===== src/rtl/fifo_pkg.sv =====
// Shared FIFO helpers: depth derivation, pointer width and parameter checks.
package fifo_pkg;

  localparam int FIFO_MAX_AW = 8;

  function automatic int fifo_depth(input int aw);
    return 1 << aw;
  endfunction

  function automatic int fifo_ptr_w(input int aw);
    return aw + 1;
  endfunction

  function automatic bit fifo_cfg_ok(input int aw, input int af, input int ae);
    return (aw >= 1) && (aw <= FIFO_MAX_AW) &&
           (af >= 1) && (af <= fifo_depth(aw)) &&
           (ae >= 0) && (ae <= fifo_depth(aw) - 1);
  endfunction

endpackage


===== src/rtl/fifo_ptr_ctrl.sv =====
// Wrap-bit pointers, accept logic, occupancy and status flags.
module fifo_ptr_ctrl
  import fifo_pkg::*;
#(
  parameter int ADDR_WIDTH = 2,
  parameter int AF_THR     = fifo_depth(ADDR_WIDTH) - 1,
  parameter int AE_THR     = 1
) (
  input  logic                  clk,
  input  logic                  rst_n,
  input  logic                  flush,
  input  logic                  write,
  input  logic                  read,
  output logic                  push_ok,
  output logic                  pop_ok,
  output logic [ADDR_WIDTH-1:0] wr_addr,
  output logic [ADDR_WIDTH-1:0] rd_addr,
  output logic [ADDR_WIDTH:0]   count,
  output logic                  empty,
  output logic                  full,
  output logic                  almost_empty,
  output logic                  almost_full
);

  localparam int PW = fifo_ptr_w(ADDR_WIDTH);

  logic [PW-1:0] wr_ptr;
  logic [PW-1:0] rd_ptr;

  assign empty = (wr_ptr == rd_ptr);
  assign full  = (wr_ptr[PW-1] != rd_ptr[PW-1]) &&
                 (wr_ptr[PW-2:0] == rd_ptr[PW-2:0]);
  assign count = wr_ptr - rd_ptr;

  assign almost_empty = (count <= PW'(AE_THR));
  assign almost_full  = (count >= PW'(AF_THR));

  // Flush cycles accept nothing so storage and read data stay put.
  assign push_ok = write & ~full & ~flush;
  assign pop_ok  = read & ~empty & ~flush;

  assign wr_addr = wr_ptr[PW-2:0];
  assign rd_addr = rd_ptr[PW-2:0];

  always_ff @(posedge clk or negedge rst_n) begin
    if (!rst_n) begin
      wr_ptr <= '0;
      rd_ptr <= '0;
    end else if (flush) begin
      wr_ptr <= '0;
      rd_ptr <= '0;
    end else begin
      if (push_ok) wr_ptr <= wr_ptr + 1'b1;
      if (pop_ok)  rd_ptr <= rd_ptr + 1'b1;
    end
  end

endmodule


===== src/rtl/fifo_sync_param.sv =====
// Parametrised single-clock FIFO with FWFT option, flush and sticky errors.
module fifo_sync_param
  import fifo_pkg::*;
#(
  parameter int DATA_WIDTH = 8,
  parameter int ADDR_WIDTH = 2,
  parameter bit FWFT       = 1'b0,
  parameter int AF_THR     = fifo_depth(ADDR_WIDTH) - 1,
  parameter int AE_THR     = 1
) (
  input  logic                  clk,
  input  logic                  rst_n,
  input  logic                  flush,
  input  logic                  write,
  input  logic [DATA_WIDTH-1:0] write_data,
  input  logic                  read,
  output logic [DATA_WIDTH-1:0] read_data,
  output logic                  empty,
  output logic                  full,
  output logic                  almost_empty,
  output logic                  almost_full,
  output logic [ADDR_WIDTH:0]   count,
  input  logic                  clr_err,
  output logic                  overflow,
  output logic                  underflow
);

  localparam int DEPTH = fifo_depth(ADDR_WIDTH);

  if (!fifo_cfg_ok(ADDR_WIDTH, AF_THR, AE_THR)) begin : g_bad_cfg
    $error("fifo_sync_param: illegal parameter set");
  end

  logic                  push_ok;
  logic                  pop_ok;
  logic [ADDR_WIDTH-1:0] wr_addr;
  logic [ADDR_WIDTH-1:0] rd_addr;
  logic [DATA_WIDTH-1:0] mem [DEPTH];

  fifo_ptr_ctrl #(
    .ADDR_WIDTH (ADDR_WIDTH),
    .AF_THR     (AF_THR),
    .AE_THR     (AE_THR)
  ) u_ptr (
    .clk          (clk),
    .rst_n        (rst_n),
    .flush        (flush),
    .write        (write),
    .read         (read),
    .push_ok      (push_ok),
    .pop_ok       (pop_ok),
    .wr_addr      (wr_addr),
    .rd_addr      (rd_addr),
    .count        (count),
    .empty        (empty),
    .full         (full),
    .almost_empty (almost_empty),
    .almost_full  (almost_full)
  );

  always_ff @(posedge clk) begin
    if (push_ok) mem[wr_addr] <= write_data;
  end

  if (FWFT) begin : g_fwft
    // Masked while empty so reset shows zero instead of stale storage.
    assign read_data = empty ? '0 : mem[rd_addr];
  end else begin : g_reg
    logic [DATA_WIDTH-1:0] rd_q;
    always_ff @(posedge clk or negedge rst_n) begin
      if (!rst_n)      rd_q <= '0;
      else if (pop_ok) rd_q <= mem[rd_addr];
    end
    assign read_data = rd_q;
  end

  logic ovf_set;
  logic udf_set;

  assign ovf_set = ~flush & write & full;
  assign udf_set = ~flush & read & empty;

  // Set wins over a coincident clear.
  always_ff @(posedge clk or negedge rst_n) begin
    if (!rst_n) begin
      overflow  <= 1'b0;
      underflow <= 1'b0;
    end else begin
      overflow  <= ovf_set | (overflow & ~clr_err);
      underflow <= udf_set | (underflow & ~clr_err);
    end
  end

endmodule


===== config.mk =====
export PLATFORM = sky130hd
export DESIGN_NAME = fifo_sync_param
export DESIGN_NICKNAME = d
export VERILOG_FILES = /design/src/rtl/fifo_pkg.sv /design/src/rtl/fifo_ptr_ctrl.sv /design/src/rtl/fifo_sync_param.sv
export SDC_FILE = /design/constraint.sdc
export NUM_CORES = 1
export LEC_CHECK = 0
export CORE_MARGIN = 3
export CORE_UTILIZATION = 45
export DETAILED_ROUTE_END_ITERATION = 6
export GPL_TIMING_DRIVEN = 0
export PLACE_DENSITY = 0.71
export SYNTH_ARGS = -nofsm -noshare
export SYNTH_HDL_FRONTEND = slang
export SYNTH_SLANG_ARGS = --single-unit

===== constraint.sdc =====
create_clock -name clk -period 2.5 [get_ports clk]
set_clock_uncertainty 0.2 [all_clocks]
set_input_delay 0.5 -clock clk [delete_from_list [all_inputs] [get_ports clk]]
set_output_delay 0.5 -clock clk [all_outputs]
set_load 0.05 [all_outputs]

After elaboration in Yosys (flattened, before gate mapping)

Memory sizes are Yosys's and may differ from the RTL's. A register that Yosys moved wholly into a read port is not among the register bits.
Index checks and enable logic that the tools add are counted.

Output and inout port bits: 17
Input bits: 14
Bits in writable memories: 32
Logic and storage cells: 39
Register bits after elaboration: 8
Memories: 1

Memories:

| memory | words | bits a word | read ports | clocked after memory_dff | wr ports | RTL line              | source |
|---|---|---|---|---|---|---|---|
| mem    | 4     | 8           | 1          | 1                        | 1        | fifo_sync_param.sv:38 | `logic [DATA_WIDTH-1:0] mem [DEPTH];` |

$add $sub $neg: 3
Reduce and logical (&&, ||, !) cells: 4
Eq/ne operators: 3
Bitwise logic cells: 16
Order comparisons: 2
Muxes and demuxes: 6

Operators by type and width:

| operator                                            | count |
|---|---|
| two-way mux 3 bit                                   | 4 |
| AND 1 bit                                           | 10 |
| adder 3 x 1 -> 3 bit, second input constant         | 2 |
| inverter 1 bit                                      | 4 |
| nonzero test 2 bit                                  | 2 |
| == test 3 bit                                       | 1 |
| >= comparator 3 x 2 -> 1 bit, second input constant | 1 |
| <= comparator 3 x 1 -> 1 bit, second input constant | 1 |
| subtractor 3 bit                                    | 1 |
| == test 2 bit                                       | 1 |
| two-way mux 1 bit                                   | 2 |
| bitwise OR 1 bit                                    | 2 |
| logical AND 1 bit                                   | 1 |
| logical NOT 1 bit                                   | 1 |
| != test 1 bit                                       | 1 |

Depth between registers and ports, before layout

Depth after elaboration: 7
Mapped depth: 6
Mapped depth without buffers: 6

Modules after synthesis

From an unflattened synthesis, not the netlist that was laid out.

Cells, all modules: 151
Area total of the unflattened synthesis: 2132.0 um^2

Modules (own cells, without submodules):

| module          | instances | area each (um^2) | cells each | seq. area each (um^2) |
|---|---|---|---|---|
| fifo_sync_param | 1         | 1594.0           | 90         | 1211.2 |
| fifo_ptr_ctrl   | 1         | 538.0            | 61         | 150.1 |

Worst setup path after synthesis

No wires, ideal clock.

Path kind: reg-to-output
Start: register u_ptr.rd_ptr[1]
End: output port almost_empty
Slack: -0.828 ns
Stages on the path, launching flop included: 6
Buffers on the path: 1
Arrival time: 2.628 ns
Required time: 1.800 ns
Path through: dfrtp_1 clkbuf_1 inv_1 fa_1 xnor2_1 nor2_1

Cells in the longest elaborated chain, start to end: 2

Ends and longest elaborated chain:

| what                         | RTL line              | source |
|---|---|---|
| start, declared              | fifo_ptr_ctrl.sv:28   | `logic [PW-1:0] rd_ptr;` |
| start signal, assigned       | fifo_ptr_ctrl.sv:54   | `if (pop_ok) rd_ptr <= rd_ptr + 1'b1;` |
| subtractor 3 bit             | fifo_ptr_ctrl.sv:33   | `assign count = wr_ptr - rd_ptr;` |
| via count[2]                 | fifo_sync_param.sv:22 | `output logic [ADDR_WIDTH:0] count,` |
| <= comparator 3 x 1 -> 1 bit | fifo_ptr_ctrl.sv:35   | `assign almost_empty = (count <= PW'(AE_THR));` |
| end, declared                | fifo_sync_param.sv:20 | `output logic almost_empty,` |

The timed path passes the listed nets, and every way through them passes these cells.

Final worst setup path

Start: register u_ptr.rd_ptr[1]
End: output port almost_full

Cells in the longest elaborated chain, start to end: 2

Ends and longest elaborated chain:

| what                         | RTL line              | source |
|---|---|---|
| subtractor 3 bit             | fifo_ptr_ctrl.sv:33   |  |
| >= comparator 3 x 2 -> 1 bit | fifo_ptr_ctrl.sv:36   | `assign almost_full = (count >= PW'(AF_THR));` |
| end, declared                | fifo_sync_param.sv:21 | `output logic almost_full,` |

No other way between the ends.

==> flow_summary.toml <==
[run_status]
status = "finished, violations left"
violations = "negative setup slack"

[logic_synthesis]
synth.most_common_cell = "edfxtp_1"
avgSynthCellArea_um2 = 17.2
synth-main-ff-cell = "edfxtp_1"
yosysTopAreaCell = "edfxtp_1"
ys_top_cells_by_count = "edfxtp_1, dfrtp_1, mux2_2, mux4_2, nor2_1"
netlist_instances = 120
yosysTopAreaCellShare_pct = 46.7
ys_seq_elements = 48
synth.area.top_cells = "edfxtp_1, dfrtp_1, mux4_2, mux2_2, ha_1"
yosys_warnings = 0
ys_seq_area_share_pct = 66.1
async_flop_share_pct = 33.3
synth_edf_count = 32
syn_area_um2 = 2060
ys_types = 27
synth_fp_nets = 142

[clocking]
cts_tree = "yes"
ctsLongestPathBuffers = 2
clock_latency_ns = 0.30
clk_pin_slew_ns = 0.09
cts_buffers = 5
cts_num_sinks = 48
cts_max_level = 2
cts-root-buf = "clkbuf_8"

[worst_setup_path]
required_ns = 1.80
arrival_ns = 1.81
r2r-start = "u_ptr.rd_ptr[1]$_DFFE_PN0P_"
worstPathMaxFanout = 3
startpoint_type = "register"
path_class = "register to primary output"
r2r-end = "mem[3][4]$_DFFE_PP_"
startpoint = "u_ptr.rd_ptr[1]$_DFFE_PN0P_"
end_kind = "primary output"
r2r_slack_ns = 0.10
ff2ff_path_depth = 6

[placement]
place_hpwl_um = 2550
port_buffers = 30
gp_congestion = 0.769

[power_and_ir_drop]
power_density_nw_per_um2 = 937
total_power_uw = 2450
leakage_uw = 0.000996
peakVddDrop_mv = 0.574

[floorplan]
dieWidth_um = 73.7
die_h_um = 73.7
row_count = 23
die_area_um2 = 5420
io_pins = 31
start_util_pct = 49.0
core_area_um2 = 4200

[timing]
slew_headroom_pct = 47.1
rsz0062_at_grt = "yes"
hold_viol = 0
fin_tns_setup_ns = -0.0149
max_freq_ghz = 0.398
fin_crit_ns = 2.51
hold_ws_ns = 0.292
worst_pin_slew_ns = 0.791
setup_viol = 1
slew_viol_final = 0
post-route-period-util_pct = 101
fin_ws_ns = -0.0149

[cells_and_area]
drive_gt1_share_pct = 31.3
areaGrowthSynthToFinish_pct = 27.1
fin_nets = 184
insertedDiodeCount = 0

[detailed_routing]
ant_nets = 0
routedWlPerCell_um = 17.6
detail_route.wirelength_um = 3750
first_pass_iters = 4
detail_route.iter0.violations = 66
vias_per_cell = 5.33
drc = 0
vias = 1136

[global_route]
grt_max_degree = 17
grt_pass1_wl_um = 6160
overflow = 0
grt_usage_pct = 16.0
grt_pass1_vias = 1234
antenna_found_initial = 0

[min_path]
hp-start = "underflow$_DFF_PN0_"
worstHoldEndpoint = "underflow$_DFF_PN0_"
whs_path_depth = 1
hp-class = "register to register"

[run]
cap_viol_max_count = 0
[layout by cell type (no fill, tap or decap), types with 2 or more instances in the layout]
| cell | synthesis | final |
|---|---|---|
| nor2_1 | 8 | 6 |
| clkbuf_8 | 0 | 6 |
| mux2_2 | 11 | 11 |
| nor2b_1 | 2 | 2 |
| o2111ai_1 | 3 | 3 |
| inv_1 | 7 | 5 |
| dfrtp_1 | 16 | 16 |
| o21a_1 | 2 | 2 |
| a32o_1 | 2 | 2 |
| buf_6 | 0 | 3 |
| ha_1 | 7 | 6 |
| clkdlybuf4s50_1 | 0 | 23 |
| edfxtp_1 | 32 | 32 |
| nor2_2 | 0 | 2 |
| buf_8 | 0 | 2 |
| inv_2 | 0 | 2 |
| mux4_2 | 8 | 8 |
| and3_1 | 4 | 4 |
| clkinvlp_4 | 0 | 2 |
| buf_4 | 0 | 6 |
| o31ai_1 | 2 | 2 |
[metal layers]
layer / vias to the layer above / track usage [%] / wire [µm]
li1: 541 / - / -
met1: 564 / 19.2 / 1570
met2: 29 / 27.2 / 1960
met3: 2 / 5.47 / 185
met4: 0 / 4.83 / 31
met5: - / 0 / 0
[worst max-delay path by stage]
stage          depth (start not counted)           to  slack (ns)
2_1_floorplan                          5        empty       -0.02
3_3_place_gp                           6         full       -0.49
5_1_grt                                7  almost_full        -0.1
3_5_place_dp                           6         full       -0.55
6_report                               5  almost_full       -0.01
4_1_cts                                6     count[2]       -0.10
[worst max-delay path, stage by stage (launching register included)]
cell and delay, ns:
dfrtp_1 0.41, buf_8 0.13, inv_1 0.12, fa_2 0.48, a21o_4 0.24, buf_8 0.14
[what timing repair did]
action,4_1_cts,5_1_grt
setup endpoints to repair,39,18
gates cloned,0,0
hold buffers,0,0
hold endpoints to repair,0,0
gates resized for setup,48,2
buffers inserted,2,3
pin swaps,3,2
[where the power goes]
part / leakage, µW / internal, µW / switching [µW]
clock: 0.0000434 / 224 / 254
sequential: 0.000494 / 942 / 49.3
combinational: 0.000459 / 380 / 604
[logic make-up (layout without fill, tap and decap cells)]
family | count (synthesis) | after routing | synth area share, %
xor gates and xnor gates | 3 | 3 | 1.64
AOI/OAI and AO/OA | 13 | 13 | 5.59
muxes | 19 | 19 | 14.8
adders and majority gates | 8 | 8 | 5.22
buffers and inverters | 10 | 53 | 1.88
and+or+nand+nor | 19 | 19 | 4.80
DFF | 48 | 48 | 66.1
[final cells by class]
type                    instances  area, µm²
well taps                      50       62.6
fillers                       318       1580
plain buffers                   3       23.8
clock buffers                   6       82.6
flip-flops and latches         48       1360
multi-input cells              62        708
clock inverters                 2       15.0
inverters                       7       26.3
repair buffers                 35        338
[flip-flops by register name (all words and copies together), names as in the netlist]
name          count
mem              32
read_data         8
u_ptr.rd_ptr      3
u_ptr.wr_ptr      3
overflow          1
underflow         1
[per-stage QoR]
stage          utilization (%)  setup WS [ns]  cells  instance area, µm²
2_1_floorplan                -        -0.0171    120                2090
3_3_place_gp              58.4         -0.492    200                2450
3_5_place_dp              58.4         -0.553    200                2450
4_1_cts                   61.7         -0.103    210                2590
5_1_grt                   62.3        -0.0960    213                2620
6_report                  62.3        -0.0149    213                2620
(Power assumes the default switching activity.)
